### config.mk
export PLATFORM = sky130hd
export DESIGN_NAME = ksa_wb_responder_flat
export DESIGN_NICKNAME = d
export VERILOG_FILES = /design/src/rtl/ksa_wb_responder_if.sv /design/src/rtl/ksa_wb_responder.sv /design/src/flat_wrapper.sv
export SDC_FILE = /design/constraint.sdc
export NUM_CORES = 1
export LEC_CHECK = 0
export CAP_MARGIN = 10
export CORE_MARGIN = 2
export CORE_UTILIZATION = 25
export CTS_BUF_LIST = sky130_fd_sc_hd__clkbuf_16
export DETAILED_ROUTE_END_ITERATION = 10
export SLEW_MARGIN = 30
export SYNTH_ARGS = -nofsm -noshare
export SYNTH_HDL_FRONTEND = slang
export SYNTH_SLANG_ARGS = --single-unit
export TNS_END_PERCENT = 5
### constraint.sdc
create_clock -name wb_clk_i -period 3.1 [get_ports wb_clk_i]
set_clock_uncertainty 0.2 [all_clocks]
set_input_delay 0.62 -clock wb_clk_i [delete_from_list [all_inputs] [get_ports wb_clk_i]]
set_output_delay 0.62 -clock wb_clk_i [all_outputs]
set_load 0.005 [all_outputs]
### src/rtl/ksa_wb_responder_if.sv
// Wishbone slave-port bundle for ksa_wb_responder: the classic cyc/stb/we/sel/adr/data/ack set.
interface ksa_wb_responder_if;
    logic        cyc;
    logic        stb;
    logic        we;
    logic [3:0]  sel;
    logic [31:0] adr;
    logic [31:0] dat_w;
    logic [31:0] dat_r;
    logic        ack;

    modport slave  (input  cyc, stb, we, sel, adr, dat_w, output ack, dat_r);
    modport master (output cyc, stb, we, sel, adr, dat_w, input  ack, dat_r);
endinterface

### src/rtl/ksa_wb_responder.sv
// Wishbone register front-end for a WIDTH-bit add/subtract unit with a LATENCY-cycle busy window.
// Optional done interrupt is enabled by defining KSA_WB_IRQ_EN.
module ksa_wb_responder #(
    parameter int          WIDTH     = 16,
    parameter logic [31:0] BASE_ADDR = 32'h3000_0000,
    parameter int          LATENCY   = 2
) (
    input  logic               wb_clk_i,
    input  logic               wb_rst_ni,
    ksa_wb_responder_if.slave  wbs,
    output logic               busy_o,
    output logic               irq_o
);
    localparam int CW = $clog2(LATENCY + 1);

    typedef enum logic {IDLE, CALC} state_t;

    state_t            state, state_nx;
    logic              ack, hit, wr, ctrl_wr;
    logic [2:0]        offset;
    logic [WIDTH-1:0]  opa, opb, snap_a, snap_b, sum;
    logic              sub, snap_sub, irq_en, busy, done, cout;
    logic              start, finish, w1c, busy_nx, done_nx;
    logic [CW-1:0]     cnt, cnt_nx;
    logic [WIDTH:0]    calc;
    logic [31:0]       rdata;
    logic              unused_ok;

    assign hit     = wbs.cyc & wbs.stb & (wbs.adr[31:5] == BASE_ADDR[31:5]);
    assign offset  = wbs.adr[4:2];
    assign wr      = hit & ~ack & wbs.we;
    assign ctrl_wr = wr & (offset == 3'd2) & wbs.sel[0];
    assign w1c     = wr & (offset == 3'd3) & wbs.sel[0] & wbs.dat_w[1];

    // Subtraction is A + ~B + 1, so COUT=1 means "no borrow".
    assign calc = {1'b0, snap_a} + {1'b0, snap_sub ? ~snap_b : snap_b} + {{WIDTH{1'b0}}, snap_sub};

    assign wbs.ack   = ack;
    assign busy_o    = busy;
    assign unused_ok = &{1'b0, wbs.adr[1:0], wbs.dat_w};

    function automatic logic [WIDTH-1:0] merge(input logic [WIDTH-1:0] old,
                                               input logic [31:0] d, input logic [3:0] sel);
        logic [WIDTH-1:0] r;
        r = old;
        for (int unsigned i = 0; i < WIDTH; i++)
            if (sel[i / 8]) r[i] = d[i];
        return r;
    endfunction

    always_comb begin
        state_nx = state;
        cnt_nx   = cnt;
        busy_nx  = busy;
        done_nx  = done;
        start    = 1'b0;
        finish   = 1'b0;
        case (state)
            IDLE: if (ctrl_wr && wbs.dat_w[0]) begin
                start    = 1'b1;
                state_nx = CALC;
                cnt_nx   = CW'(LATENCY - 1);
            end
            CALC: if (cnt == '0) begin
                finish   = 1'b1;
                state_nx = IDLE;
            end else begin
                cnt_nx = cnt - CW'(1);
            end
            default: state_nx = IDLE;
        endcase
        // Priority: START over completion/W1C, completion set over W1C.
        if (w1c)    done_nx = 1'b0;
        if (finish) begin busy_nx = 1'b0; done_nx = 1'b1; end
        if (start)  begin busy_nx = 1'b1; done_nx = 1'b0; end
    end

    always_comb begin
        rdata = '0;
        case (offset)
            3'd0: rdata[WIDTH-1:0] = opa;
            3'd1: rdata[WIDTH-1:0] = opb;
            3'd2: rdata[2:1]       = {irq_en, sub};
            3'd3: rdata[2:0]       = {cout, done, busy};
            3'd4: rdata[WIDTH:0]   = {cout, sum};
            default: rdata = '0;
        endcase
    end

    always_ff @(posedge wb_clk_i) begin
        if (!wb_rst_ni) begin
            state     <= IDLE;
            cnt       <= '0;
            busy      <= 1'b0;
            done      <= 1'b0;
            ack       <= 1'b0;
            wbs.dat_r <= '0;
            opa       <= '0;
            opb       <= '0;
            sub       <= 1'b0;
            snap_a    <= '0;
            snap_b    <= '0;
            snap_sub  <= 1'b0;
            sum       <= '0;
            cout      <= 1'b0;
        end else begin
            state     <= state_nx;
            cnt       <= cnt_nx;
            busy      <= busy_nx;
            done      <= done_nx;
            ack       <= hit & ~ack;
            wbs.dat_r <= (hit & ~ack & ~wbs.we) ? rdata : '0;
            if (wr && offset == 3'd0) opa <= merge(opa, wbs.dat_w, wbs.sel);
            if (wr && offset == 3'd1) opb <= merge(opb, wbs.dat_w, wbs.sel);
            if (ctrl_wr) sub <= wbs.dat_w[1];
            if (start) begin
                snap_a   <= opa;
                snap_b   <= opb;
                snap_sub <= wbs.dat_w[1];
            end
            if (finish) {cout, sum} <= calc;
        end
    end

`ifdef KSA_WB_IRQ_EN
    logic irq;

    always_ff @(posedge wb_clk_i) begin
        if (!wb_rst_ni) begin
            irq_en <= 1'b0;
            irq    <= 1'b0;
        end else begin
            if (ctrl_wr) irq_en <= wbs.dat_w[2];
            irq <= done_nx & (ctrl_wr ? wbs.dat_w[2] : irq_en);
        end
    end

    assign irq_o = irq;
`else
    assign irq_en = 1'b0;
    assign irq_o  = 1'b0;
`endif
endmodule

### src/flat_wrapper.sv
// flat-port wrapper written by rule: the top's interface ports become plain ports
module ksa_wb_responder_flat 
#(
    parameter int          WIDTH     = 16,
    parameter logic [31:0] BASE_ADDR = 32'h3000_0000,
    parameter int          LATENCY   = 2
)
  (wb_clk_i, wb_rst_ni, busy_o, irq_o, wbs_cyc, wbs_stb, wbs_we, wbs_sel, wbs_adr, wbs_dat_w, wbs_ack, wbs_dat_r);
  ksa_wb_responder_if wbs_i ();
  input  logic wb_clk_i;
  input  logic wb_rst_ni;
  output logic busy_o;
  output logic irq_o;
  input wire logic [$bits(wbs_i.cyc)-1:0] wbs_cyc;
  input wire logic [$bits(wbs_i.stb)-1:0] wbs_stb;
  input wire logic [$bits(wbs_i.we)-1:0] wbs_we;
  input wire logic [$bits(wbs_i.sel)-1:0] wbs_sel;
  input wire logic [$bits(wbs_i.adr)-1:0] wbs_adr;
  input wire logic [$bits(wbs_i.dat_w)-1:0] wbs_dat_w;
  output wire logic [$bits(wbs_i.ack)-1:0] wbs_ack;
  output wire logic [$bits(wbs_i.dat_r)-1:0] wbs_dat_r;
  assign wbs_i.cyc = wbs_cyc;
  assign wbs_i.stb = wbs_stb;
  assign wbs_i.we = wbs_we;
  assign wbs_i.sel = wbs_sel;
  assign wbs_i.adr = wbs_adr;
  assign wbs_i.dat_w = wbs_dat_w;
  assign wbs_ack = wbs_i.ack;
  assign wbs_dat_r = wbs_i.dat_r;
  ksa_wb_responder #(.WIDTH(WIDTH), .BASE_ADDR(BASE_ADDR), .LATENCY(LATENCY)) u_core (.wb_clk_i(wb_clk_i), .wb_rst_ni(wb_rst_ni), .wbs(wbs_i), .busy_o(busy_o), .irq_o(irq_o));
endmodule
### After elaboration in Yosys (flattened, before gate mapping)

Index checks and enable logic that the tools add are counted.
Widths: inputs -> output; s select.

| cells by class | value |
|---|---|
| add/sub/neg operators | 3 |
| equal/unequal tests | 7 |
| mux-type cells | 17 |
| bitwise operators | 15 |
| reductions and logical operators | 15 |

Operator list:

| cell | count |
|---|---|
| $pmux 13 s3 | 1 |
| $eq 27x25->1 const B | 1 |
| $add 16x16->17 | 1 |
| $add 17x1->17 | 1 |
| $mux 16 | 1 |
| $not 16->16 | 1 |
| $reduce_and 2->1 | 6 |
| $and 1x1->1 | 10 |
| $pmux 2 s5 | 1 |
| $mux 1 | 9 |
| $eq 3x2->1 const B | 2 |
| $mux 2 | 2 |
| $not 1->1 | 4 |
| $pmux 1 s4 | 1 |
| $pmux 2 s2 | 1 |
| $reduce_bool 2->1 | 2 |
| $eq 3x1->1 const B | 1 |
| $eq 3x3->1 const B | 1 |
| $logic_and 1x1->1 | 3 |
| $logic_not 3->1 | 1 |
| $reduce_and 3->1 | 1 |
| $logic_not 2->1 | 1 |
| $ne 2x1->1 const B | 1 |
| $ne 2x2->1 const B | 1 |
| other kinds (3) | 3 |

| word-level totals | value |
|---|---|
| register bits | 121 |
| bits of input ports | 73 |
| logic and storage cells | 75 |

### Longest topological paths before layout

Gate-level depths: netlist of run 1.

| depth | value |
|---|---|
| depth after elaboration | 10 |
| gate-level depth with buffers | 11 |

### Least setup slack after synthesis of run 1

Ideal clock, no wire load.

| timing | value |
|---|---|
| kind | register to register |
| start | register u_core.snap_sub |
| end | register u_core.cout |
| arrival time | 2468 ps |
| path slack | 312 ps |
| stages on the path, launching flop included | 10 |
| buffers on the path | 2 |
| clock period less this slack | 2788 ps |
| cells stage by stage | dfxtp_1 > buf_2 > buf_1 > xor2_1 > ha_1 > nor2b_1 > o2111a_1 > o21ai_0 > a31oi_1 > o31a_1 |

| between the ends | value |
|---|---|
| word-level cells in the longest chain between the ends | 3 |

RTL lines:

| element | RTL line | source |
|---|---|---|
| start: declaration | ksa_wb_responder.sv:22 | `logic sub, snap_sub, irq_en, busy, done, cout;` |
| start signal: assignment | ksa_wb_responder.sv:119 | `snap_sub <= wbs.dat_w[1];` |
| $mux 16 | ksa_wb_responder.sv:36 | `assign calc = {1'b0, snap_a} + {1'b0, snap_sub ? ~snap_b : snap_b} + {{WIDTH{1'b0}}, snap_sub};` |
| $add 16x16->17 | ksa_wb_responder.sv:36 |  |
| $add 17x1->17 * | ksa_wb_responder.sv:36 |  |
| end signal: assignment | ksa_wb_responder.sv:121 | `if (finish) {cout, sum} <= calc;` |
| end: declaration | ksa_wb_responder.sv:22 |  |

Mark *: on every way between the ends. The rest lies on a longest branch, timed or not.
A chain may end at the register's enable or synchronous reset.

### Final worst setup path of run 1

| timing | value |
|---|---|
| start | register u_core.snap_sub |
| end | register u_core.sum[14] |

| between the ends | value |
|---|---|
| word-level cells in the longest chain between the ends | 3 |

RTL lines:

| element | RTL line | source |
|---|---|---|
| $mux 16 | ksa_wb_responder.sv:36 |  |
| $add 16x16->17 | ksa_wb_responder.sv:36 |  |
| $add 17x1->17 * | ksa_wb_responder.sv:36 |  |
| end signal: assignment | ksa_wb_responder.sv:121 |  |
| end: declaration | ksa_wb_responder.sv:21 | `logic [WIDTH-1:0] opa, opb, snap_a, snap_b, sum;` |

Marked as above.

==> results of run 1 <==
[per-stage QoR]
step                      std cells  hold WS, ns  cell area (um2)  power, uW   util
after detailed placement        962        0.251             6330       1550  0.302
after global placement          962        0.245             6330       1550  0.302
after floorplan                 646        0.232             5380       1470      -
after global routing            978        0.281             6600       2680  0.315
final                           978        0.254             6600       2600  0.315
after CTS                       978        0.261             6600       2620  0.315
[cells in the mapped netlist, types with 5 or more instances]
cell                       instances  area, um2
sky130_fd_sc_hd__a21oi_2          28        245
sky130_fd_sc_hd__xnor2_1           6       52.6
sky130_fd_sc_hd__buf_1             7       26.3
sky130_fd_sc_hd__a31oi_1           8       50.1
sky130_fd_sc_hd__ha_1             16        200
sky130_fd_sc_hd__mux2i_1          16        160
sky130_fd_sc_hd__nand2_1          84        315
sky130_fd_sc_hd__nand3_1          46        230
sky130_fd_sc_hd__nor3_1           10       50.1
sky130_fd_sc_hd__inv_1            11       41.3
sky130_fd_sc_hd__nand4_1           6       37.5
sky130_fd_sc_hd__a21oi_1          39        195
sky130_fd_sc_hd__nor2_1           45        169
sky130_fd_sc_hd__buf_4            16        120
sky130_fd_sc_hd__nand3b_1          5       37.5
sky130_fd_sc_hd__xor2_1           20        175
sky130_fd_sc_hd__clkbuf_1         27        101
sky130_fd_sc_hd__nand2_2          28        175
sky130_fd_sc_hd__dfxtp_1         106       2120
sky130_fd_sc_hd__o21ai_0          46        230
[worst min-delay path, stage by stage (launching register included)]
cell	delay (ns)
sky130_fd_sc_hd__dfxtp_1	0.31
sky130_fd_sc_hd__nand2_1	0.05
sky130_fd_sc_hd__a21oi_1	0.05
[worst min-delay path by stage]
stage,startpoint,endpoint,depth (start not counted)
2_1_floorplan,u_core.sum[3]$_SDFFE_PN0P_,u_core.sum[3]$_SDFFE_PN0P_,2
3_3_place_gp,u_core.snap_a[5]$_SDFFE_PN0P_,u_core.snap_a[5]$_SDFFE_PN0P_,2
3_5_place_dp,u_core.sum[7]$_SDFFE_PN0P_,u_core.sum[7]$_SDFFE_PN0P_,2
4_1_cts,u_core.snap_a[5]$_SDFFE_PN0P_,u_core.snap_a[5]$_SDFFE_PN0P_,2
5_1_grt,u_core.snap_a[7]$_SDFFE_PN0P_,u_core.snap_a[7]$_SDFFE_PN0P_,2
6_report,u_core.sum[7]$_SDFFE_PN0P_,u_core.sum[7]$_SDFFE_PN0P_,2
[kinds of logic (layout without fill, tap and decap cells)]
family,after synthesis,after routing,synth area share
AOI/OAI and AO/OA,146,146,0.173
xor gates and xnor gates,26,26,0.0428
adders and majority gates,17,17,0.0414
buffers and inverters,67,124,0.0696
DFF,106,106,0.399
muxes,16,16,0.0301
other,1,16,0.000704
and+or+nand+nor,252,252,0.244
[cell usage in the layout, fill, tap and decap left out, types with 3 or more instances in the layout]
master / instances
sky130_fd_sc_hd__o21bai_1: 3
sky130_fd_sc_hd__buf_4: 23
sky130_fd_sc_hd__dfxtp_1: 106
sky130_fd_sc_hd__and2_1: 3
sky130_fd_sc_hd__o21ai_0: 46
sky130_fd_sc_hd__a21o_1: 3
sky130_fd_sc_hd__o21a_1: 4
sky130_fd_sc_hd__a21oi_1: 39
sky130_fd_sc_hd__nand2_2: 28
sky130_fd_sc_hd__nor4_1: 3
sky130_fd_sc_hd__or3_1: 3
sky130_fd_sc_hd__nand3b_1: 5
sky130_fd_sc_hd__clkbuf_16: 9
sky130_fd_sc_hd__nor2b_1: 4
sky130_fd_sc_hd__a211oi_1: 4
sky130_fd_sc_hd__conb_1: 16
sky130_fd_sc_hd__o2111ai_1: 3
sky130_fd_sc_hd__inv_1: 10
sky130_fd_sc_hd__buf_12: 3
sky130_fd_sc_hd__xor2_1: 20
sky130_fd_sc_hd__mux2i_1: 16
sky130_fd_sc_hd__ha_1: 16
sky130_fd_sc_hd__xnor2_1: 6
sky130_fd_sc_hd__nand3_1: 46
sky130_fd_sc_hd__a31oi_1: 8
sky130_fd_sc_hd__nor2_1: 45
sky130_fd_sc_hd__a21oi_2: 28
sky130_fd_sc_hd__nand2_1: 84
sky130_fd_sc_hd__clkdlybuf4s50_1: 70
sky130_fd_sc_hd__nor3_1: 10
sky130_fd_sc_hd__nand4_1: 6
sky130_fd_sc_hd__nor4_4: 3
[layer usage]
layer,track usage,vias up
li1,-,2277
met1,0.165,2041
met2,0.191,101
met3,0.0290,11
met4,0.0344,0
met5,0,-
[power groups by stage]
stage / clock, uW / combinational [uW] / sequential [uW]
2_1_floorplan: 0 / 76.9 / 1390
3_3_place_gp: 0 / 159 / 1390
3_5_place_dp: 0 / 159 / 1390
4_1_cts: 1100 / 160 / 1360
5_1_grt: 1150 / 172 / 1360
6_report: 1080 / 159 / 1360
[final cells by class]
class | instances | share of cell area
multi-input cells | 473 | 0.437
well taps | 275 | 0.0521
repair buffers | 97 | 0.142
flip-flops and latches | 106 | 0.321
clock buffers | 9 | 0.0341
clock inverters | 7 | 0.00663
inverters | 11 | 0.00625
[sequential cells by signal, indices dropped and copies added, names as in the netlist, 2 cells and up]
register	cells
u_core.snap_a	16
u_core.wbs.dat_r	17
u_core.cnt	2
u_core.sum	16
u_core.opa	16
u_core.opb	16
u_core.snap_b	16
==> results.md, run 1 <==
- The final count of hold timing violations is 0.
- The DRC violation count after routing is 0.
- The global-route usage over all layers is 0.121.
- The number of antenna-violating nets in the routed design is 0.
- The flow ran to the end, and the final reports show no timing, DRC or antenna violations.
- The post-synthesis cell type count is 54.
- The portion of the post-synthesis area used by sequential elements is 0.399.
- At the end of the flow, the number of nets in the layout was 788.
- The worst setup path startpoint is u_core.snap_sub$_SDFFE_PN0P_.
- In the final routing, the length of wire on met1 measures 6630 um.
- The critical path goes through xor2_1 > inv_1 > fa_1 > nor2b_1 > o2111a_1 > o21ai_0 > a31oi_1 > mux2i_1 > nand2_1.
- Detailed placement ended at an HPWL of approximately 9700 um.
- TritonCTS built the clock tree.
- The timing-limited maximum frequency is 0.367 GHz.
- The average instance in the mapped netlist occupies around 8.4 um2.
- Headroom to the max-slew limit came out at 0.521.
- The violation count after the first detailed-route iteration is 199.
- After clock tree synthesis, the flow added hold-fix buffers numbering 0.
- The class of the tightest hold or removal check is register to register.
- The cell type group with the largest total delay on the critical path is compound AO/OA/AOI/OAI gates.
- The largest net degree at the start of global routing is 51.
- The setup slack of the critical path after layout is between 0.3 and 0.4 ns.
- The congestion estimate from routability-driven global placement came to 0.800.
- The highest-delay cell along the critical path is sky130_fd_sc_hd__fa_1.
- The nature of the critical path endpoint is a register.
- Across all register-to-register paths, the minimum setup slack is 0.37 ns.
- Routed signal wires occupy layers up through met4.
- The number of max-slew violations in the final report is 0.
- Of the total power, combinational logic draws 0.061.
- The die outline width is 150 um.
- After detailed routing, the number of vias per cell comes to about 4.5.
- The number of global-route vias before repair is 4258.
- The stage delay of the slowest cell on the critical path is between 0.4 and 0.5 ns.
- The sum of met2 wire segment lengths after detailed routing is 5850 um.
- In this run the number of cells on the critical path is 9.
- The floorplan step defined a die boundary enclosing between 0.02 and 0.025 mm2.
- Setup repair after global routing left no endpoint under its margin.
- The final setup TNS is 0 ns.
- The startpoint identified for the worst register-to-register timing path is u_core.snap_sub$_SDFFE_PN0P_.
- During placement, the flow inserted port buffers numbering 71.
- For the worst-skew pair, the clock arrives at the later sink with an insertion delay of 0.36 ns.
- After clock tree synthesis, the clock-pin slew on the worst setup and hold paths is 0.07 ns.
- After floorplanning, the core was divided into 53 placement rows.
- For this configuration, the core starts out at a cell density of 0.254.
- The minimum clock period is 2.73 ns.
- The synthesized netlist cell count is roughly 630.
- The number of setup buffers added after CTS is 0.
- After floorplanning, the core was sized to cover around 0.021 mm2.
- Buffers inserted during clock tree synthesis total 9.
- In this run, synthesis produced a sequential element count of 106.
- The share of total power dissipated in the clock network is 0.414.
- The total global routing overflow is 0.
- The critical path endpoint is u_core.sum[14]$_SDFFE_PN0P_.
- The number of setup violations in the final report is 0.
- The final route contains 4430 vias.
- The endpoint identified for the worst register-to-register timing path is u_core.sum[14]$_SDFFE_PN0P_.
- The sequential cell area is roughly 0.0021 mm2.
- The arrival time of the worst setup path is ~2.8 ns.
- The switching power as a share of total power is 0.236.
- The internal power summed over all cells is 1980 uW.
- The pre-CTS setup slack is between 0.1 and 0.15 ns.
- The number of max-capacitance violations reported is 0.
- The height of the die is 150 um.
- The cell area that synthesis handed to floorplanning was 0.00532 mm2.
- Wires add up to roughly 13000 um.
- The largest fanout on the critical path is 4.
- The worst reg2reg path depth is 9.
- The clock tree synthesis step divided the H-tree into 3 levels.
- The initial antenna violation count came to 0.
- The maximum buffer depth of the clock tree is 2.
- For the pin with the worst max-slew slack, the measured transition is 0.718 ns.
- Before antenna repair, the detailed router went through 4 iterations.
- The launching element type of the critical path is a register.
- The power per unit of standard cell area is 393 mW/mm2.
- 0 antenna diodes ended up in the layout.
- The layout cell share with drive strength beyond 1 is 0.154.
- Counting both buffers and inverters, the worst setup path holds a total of 1.
- The total net switching power is approximately 610 uW.
- The clock root buffer master is sky130_fd_sc_hd__clkbuf_16.
- The leakage power summed over all cells is 0.00240 uW.
- Summing all multi-input logic gate instances after layout gives 0.00289 mm2.
- The async set or reset register ratio after synthesis is 0.
- The wire length of the first global-routing pass is 21600 um.
- The share of total power dissipated in sequential elements is 0.524.
- Dividing the final minimum period by the clock period gives 0.880.
- The number of flops mapped to enable cells by yosys is 0.
- The clock drives 106 sinks.
- Relative to the synthesized area, the layout overhead comes to 24.0%.
- The layout has approximately 2300 filler cells.
- The critical path is of the register to register type.
- In this run the count of I/O pins placed on the die edge is 108.
- In the detailed route, the total length drawn on met3 is 835 um.
- The required arrival time at the worst endpoint is 3.14 ns.
- The primary flip-flop cell chosen by synthesis mapping is sky130_fd_sc_hd__dfxtp_1.
- The count of instances resized after the clock tree is built is 0.
- The routed length per instance is between 10 and 15 um.
- For this run, the number of Yosys warnings is 0.
- The worst IR drop on VDD is 0.288 mV.
Power figures use the tool's default switching activity.
==> run 2: changes to the inputs <==
--- a/config.mk
+++ b/config.mk
@@ -10,6 +10,7 @@
 export CORE_UTILIZATION = 25
 export CTS_BUF_LIST = sky130_fd_sc_hd__clkbuf_16
 export DETAILED_ROUTE_END_ITERATION = 10
+export PLACE_DENSITY_LB_ADDON = 0.08
 export SLEW_MARGIN = 30
 export SYNTH_ARGS = -nofsm -noshare
 export SYNTH_HDL_FRONTEND = slang
==> results.md, run 2 (same netlist as run 1, synthesis figures left out) <==
- The smallest clock period supported by the final layout is computed as 2.76 ns.
- The number of sinks on the clock net is between 100 and 150.
- Entering global routing, the biggest net connects 61 pins.
- Max-cap violations in this run came to 0.
- The number of search-and-repair iterations in the first detailed-routing pass is 4.
- In the routed design, unresolved DRC markers number 0.
- Setup repair after global routing left no endpoint under its margin.
- Compared with the post-synthesis result, the final layout area differs by 24.9%.
- Once the clock tree was built, the resizer swapped 0 gates to a different size.
- The total CTS buffers is 9.
- The instance count along the most critical hold path is 2.
- Of the total power, the share spent switching nets is 0.235.
- The setup fix buffers added after clock tree synthesis is 0.
- The total net switching power is 639 uW.
- The first global-routing pass estimated roughly 25000 um of wire.
- In this run the remaining antenna-violating nets after routing total 0.
- STA classifies the critical path startpoint as a register.
- The setup check on the worst reg-to-reg path leaves a slack of around 0.34 ns.
- For this run, the top clock speed supported by timing is 0.363 GHz.
- The library cells used most frequently in the layout, excluding fill and tap cells, are sky130_fd_sc_hd__dfxtp_1 (106), sky130_fd_sc_hd__nand2_1 (84), sky130_fd_sc_hd__clkdlybuf4s50_1 (70).
- The number of max-slew violations in the final report is 0.
- The run finished with clean final reports.
- The maximum buffer depth of the clock tree is 2.
- The initial antenna violation count was 0.
- The number of global-route vias before repair is 4632.
- At the placement stage, the worst setup path has a slack of between 0.15 and 0.2 ns.
- The source of the worst register-to-register timing path is u_core.snap_sub$_SDFFE_PN0P_.
- The routed length per instance is 15.7 um.
- The layout cell share with drive strength beyond 1 is 0.155.
- The share of total power dissipated in combinational logic is 0.060.
- The top-level port count is 108.
- The min-delay analysis places its worst path in the category register to register.
- Of the total power, the clock network draws 0.439.
- The total area inside the core boundary comes to approximately 0.021 mm2.
- The number of setup violations in the final report is 0.
- For this block, the initial DRC count from the detailed router was 196.
- The TritonCTS clock tree is yes.
- In this run the most critical hold path is launched from u_core.snap_a[4]$_SDFFE_PN0P_.
- At the end of the flow, the number of nets in the layout was 788.
- The path type of the worst setup path is register to register.
- The clock reaches the later pin of the worst-skew pair after 0.36 ns.
- For the final routed database, the setup TNS stands at 0 ns.
- Data on the critical path arrives at its endpoint at 2.79 ns.
- The number of buffers inserted by port buffering is between 70 and 80.
- The die outline width is 150 um.
- In this run the static leakage power is 0.00242 uW.
- In this run the power density over the cells is about 410 mW/mm2.
- The number of inserted diodes is 0.
- The floorplan step set the die height to 150 um.
- After clock tree synthesis, the flow added hold-fix buffers numbering 0.
- The tree is rooted in a sky130_fd_sc_hd__clkbuf_16.
- The path with the worst hold slack has its endpoint at u_core.snap_a[4]$_SDFFE_PN0P_.
- The worst setup path is captured at a register.
- The area of the die is 0.0225 mm2.
- The relative max-transition margin is 0.560.
- The HPWL after detailed placement is 11500 um.
- The starting density of the core is 0.254.
- In this run the worst path has a maximum fanout of 6.
- The global-route usage over all layers is 0.141.
- Dividing the final minimum period by the clock period gives 0.889.
- The total overflow left after global routing is 0.
- Across the VDD grid, the largest voltage drop is ~0.24 mV.
- The final count of hold timing violations is 0.
- Measured in cells, the most critical reg-to-reg path has a length of 9.
- The clock input transition at the sequential cells of the worst setup and hold paths is 0.08 ns.
- The library cell used most frequently in the layout, excluding fill and tap cells, is sky130_fd_sc_hd__dfxtp_1.
- The routability congestion estimate is 0.756.
- The number of H-tree levels is 3.
- In this run the critical register-to-register path is captured at u_core.sum[15]$_SDFFE_PN0P_.
- The number of flip-flops under the largest register name is 17.
- The register with the highest flop count is u_core.wbs.dat_r.
- The placement row count is 53.
- The count of filler cells inserted in the layout is 2283.
- After detailed routing, the number of vias per cell comes to 4.53.
- At the worst endpoint, the required time is between 3 and 4 ns.
- The number of vias after detailed routing is 4430.
- For the pin with the worst max-slew slack, the measured transition is 0.658 ns.
- The internal portion of the total power is 2080 uW.
- The total wirelength of the detailed-routed design is approximately 15000 um.
- The share of total power dissipated in sequential elements is 0.501.
- Setup slack closes at 0.344 ns.
[run 2: changes by cell type in the layout (fill, tap and decap cells not counted), sizes merged]
cell      previous run  this run
clkinv               5         3
bufinv               0         1
clkinvlp             0         1
[run 2: how the worst max path moves through the flow]
stage                                  end                    startpoint  depth (start not counted)
2_1_floorplan     u_core.cout$_SDFFE_PN0P_  u_core.snap_sub$_SDFFE_PN0P_                          9
3_3_place_gp    u_core.opb[7]$_SDFFE_PN0P_                    wbs_adr[6]                          9
3_5_place_dp    u_core.opb[5]$_SDFFE_PN0P_                   wbs_adr[14]                          9
4_1_cts        u_core.sum[15]$_SDFFE_PN0P_  u_core.snap_sub$_SDFFE_PN0P_                          9
5_1_grt        u_core.sum[15]$_SDFFE_PN0P_  u_core.snap_sub$_SDFFE_PN0P_                          9
6_report       u_core.sum[15]$_SDFFE_PN0P_  u_core.snap_sub$_SDFFE_PN0P_                          9
[run 2: through the flow]
step                      instances  area, um2  hold slack (ns)  total power [uW]  utilization
after floorplan                 646       5380            0.232              1470            -
after global placement          962       6350            0.250              1560        0.303
after detailed placement        962       6350            0.253              1560        0.303
after CTS                       978       6650            0.264              2760        0.317
after global routing            978       6650            0.280              2830        0.317
final                           978       6650            0.263              2720        0.317
[run 2: layer usage]
metal	global-route usage	vias up	wire, um
met1	0.183	2086	7320
met5	0	-	0
met3	0.0280	11	481
li1	-	2272	-
met2	0.241	61	7390
met4	0.0325	0	127
[run 2: area by class of cell]
cell class	count	area (um2)	area share
multi-input combinational	473	2890	0.434
sequential	106	2120	0.319
timing repair buffer	97	951	0.143
tap	275	344	0.0517
clock buffer	9	225	0.0339
clock inverter	7	77.6	0.0117
inverter	11	41.3	0.00621
[run 2: critical path, stage by stage (launching register included)]
cell,delay [ns]
sky130_fd_sc_hd__dfxtp_1,0.40
sky130_fd_sc_hd__buf_4,0.21
sky130_fd_sc_hd__xor2_1,0.17
sky130_fd_sc_hd__ha_1,0.31
sky130_fd_sc_hd__a211oi_1,0.29
sky130_fd_sc_hd__o21bai_1,0.14
sky130_fd_sc_hd__a211o_1,0.34
sky130_fd_sc_hd__a31oi_1,0.30
sky130_fd_sc_hd__xor2_1,0.18
sky130_fd_sc_hd__o21ai_0,0.09
[run 2: power by group through the flow]
stage	sequential [uW]	combinational [uW]	clock (uW)
2_1_floorplan	1390	76.9	0
6_report	1360	163	1190
3_5_place_dp	1390	165	0
3_3_place_gp	1390	165	0
4_1_cts	1360	166	1240
5_1_grt	1360	178	1290
==> variant: new RTL, config.mk and constraints of run 1 <==
Add a define of `KSA_WB_IRQ_EN`.
--- a/src/rtl/ksa_wb_responder.sv
+++ b/src/rtl/ksa_wb_responder.sv
@@ -1,4 +1,6 @@
 // Wishbone register front-end for a WIDTH-bit add/subtract unit with a LATENCY-cycle busy window.
 // Optional done interrupt is enabled by defining KSA_WB_IRQ_EN.
+`define KSA_WB_IRQ_EN
+
 module ksa_wb_responder #(
     parameter int          WIDTH     = 16,
Formal check against the unedited RTL: not equivalent (a bounded check fails within 4 cycles, from zero or initial values and one cycle with wb_rst_ni low).
==> variant against run 1 <==
Wire length down 0.87%. Area after synthesis up 7.5%. Hold slack better by 17 ps. Synthesized cell count down 4.6%. Worst setup slack worse by 35 ps. Power up 12%. Design area up 9.2%. Sequential cell count up 2. Combinational power up 4%. Critical path type unchanged.
==> variant: results (changes against run 1) <==
[synth]
synth.top_cells.by_area=dfxtp_1 (38%), mux2i_1 (9.4%), a21boi_2 (5.7%)  ; was dfxtp_1 (40%), nand2_1 (5.9%), a21oi_2 (4.6%)
ys_seq_area_share_pct=37.8  ; was 39.9%
ys_types=57  ; was 54
yosys_warnings=0  ; unchanged
synthTopCellsByCount=dfxtp_1 (108), nand2_1 (60), mux2i_1 (54), nor2b_1 (42), nor2_1 (40)  ; was dfxtp_1 (106), nand2_1 (84), nand3_1 (46), o21ai_0 (46), nor2_1 (45)

[cells_and_area]
layout.nets=768  ; was 788
fillers=2351  ; was 2260
regMostFlops=u_core.wbs.dat_r  ; unchanged
largest_register_ff_count=17  ; unchanged
drive_gt1_share_pct=17.7  ; was 15.4%

[setup_path]
reg2regPathDepth=8  ; was 9
crit_path_max_fanout=3  ; was 4
path_delay_family=compound AO/OA/AOI/OAI gates  ; unchanged
max_stage_delay_ps=480  ; was 450 ps

[cts]
cts_max_level=3  ; unchanged
clk_latency_ps=340  ; was 360 ps
post-cts-setup-buffers=0  ; unchanged
cts_root_buf=clkbuf_16  ; unchanged

[global_routing]
grt_pass1_vias=4234  ; was 4258
grt_first_pass_wirelength_um=22200  ; was 21600 µm
grt_util_all_layers_pct=11.5  ; was 12.1%
antenna_found_initial=0  ; unchanged
grt_max_degree=80  ; was 51

[min_path]
whs_path_depth=2  ; unchanged
holdCritPathClass=flip-flop to flip-flop  ; unchanged

[placed_design]
gp_congestion=0.807  ; was 0.800
hpwl_um=9520  ; was 9730 µm
port_buffers=72  ; was 71

[drt]
drt_pass1_iterations=4  ; unchanged
via_per_inst=4.36  ; was 4.53
postRouteWirelength_um=13300  ; was 13500 µm
drtIter0Drc=216  ; was 199

[timing]
tightest_slew_ps=793  ; was 718 ps

[power_and_ir_drop]
p_sw_share_pct=19.6  ; was 23.6%
leakage_uw=0.00264  ; was 0.00240 µW
peakVddDrop_uv=236  ; was 288 µV

[status]
outcome=completed  ; unchanged

variant: tightest hold or removal path, stage by stage, from the launching register on:
cell and delay (ps):
dfxtp_1 310, nand2_1 70, a21boi_2 50
variant: what timing repair did:
action	4_1_cts	5_1_grt
hold buffers	0	0
resized for setup	0	4
endpoints found under the setup margin	0	5
variant: cells by family after synthesis:
group | after synthesis | share of synthesized area, %
and+or+nand+nor | 225 | 23.6
AOI/OAI and AO/OA | 118 | 15.6
DFF | 108 | 37.8
muxes | 56 | 9.83
buffers and inverters | 52 | 5.44
xor gates and xnor gates | 25 | 3.82
adders and majority gates | 17 | 3.85
other | 1 | 0.0655
variant: power groups by stage:
stage	combinational, µW	sequential, µW	clock, µW
2_1_floorplan	77.7	1420	0
3_3_place_gp	166	1420	0
3_5_place_dp	165	1420	0
4_1_cts	166	1390	1390
5_1_grt	176	1390	1440
6_report	165	1390	1360
variant: routing by layer:
layer | track usage [%] | wire (µm) | vias to the layer above
li1 | - | - | 2205
met1 | 16.6 | 6910 | 1948
met2 | 17.5 | 5900 | 63
met3 | 2.37 | 457 | 4
met4 | 2.53 | 82 | 0
met5 | 0 | 0 | -
variant: final cells by class:
class	instances	area share, %
multi-input combinational	456	46.0
sequential	108	30.0
timing repair buffer	100	14.0
tap	285	4.94
clock buffer	9	3.12
clock inverter	6	1.77
inverter	3	0.156
variant: stage by stage:
step / power (µW) / instance area [µm²] / worst slack, ps / std cells / hold WS [ps]
global placement: 1580 / 6860 / 153 / 952 / 258
CTS: 2950 / 7210 / 127 / 967 / 271
floorplan: 1500 / 5780 / 15.8 / 616 / 243
detailed placement: 1580 / 6860 / 140 / 952 / 261
finish: 2910 / 7210 / 337 / 967 / 271
global route: 3010 / 7210 / 101 / 967 / 291
variant: final timing paths:
| check | start | end | slack [ps] |
|---|---|---|---|
| setup reg to reg | u_core.snap_b[0] | u_core.sum[14] | 340 |
| hold / removal | u_core.snap_a[10] | u_core.snap_a[10] | 270 |
| setup / recovery | u_core.snap_b[0] | u_core.sum[14] | 340 |
| hold reg to reg | u_core.snap_a[10] | u_core.snap_a[10] | 270 |
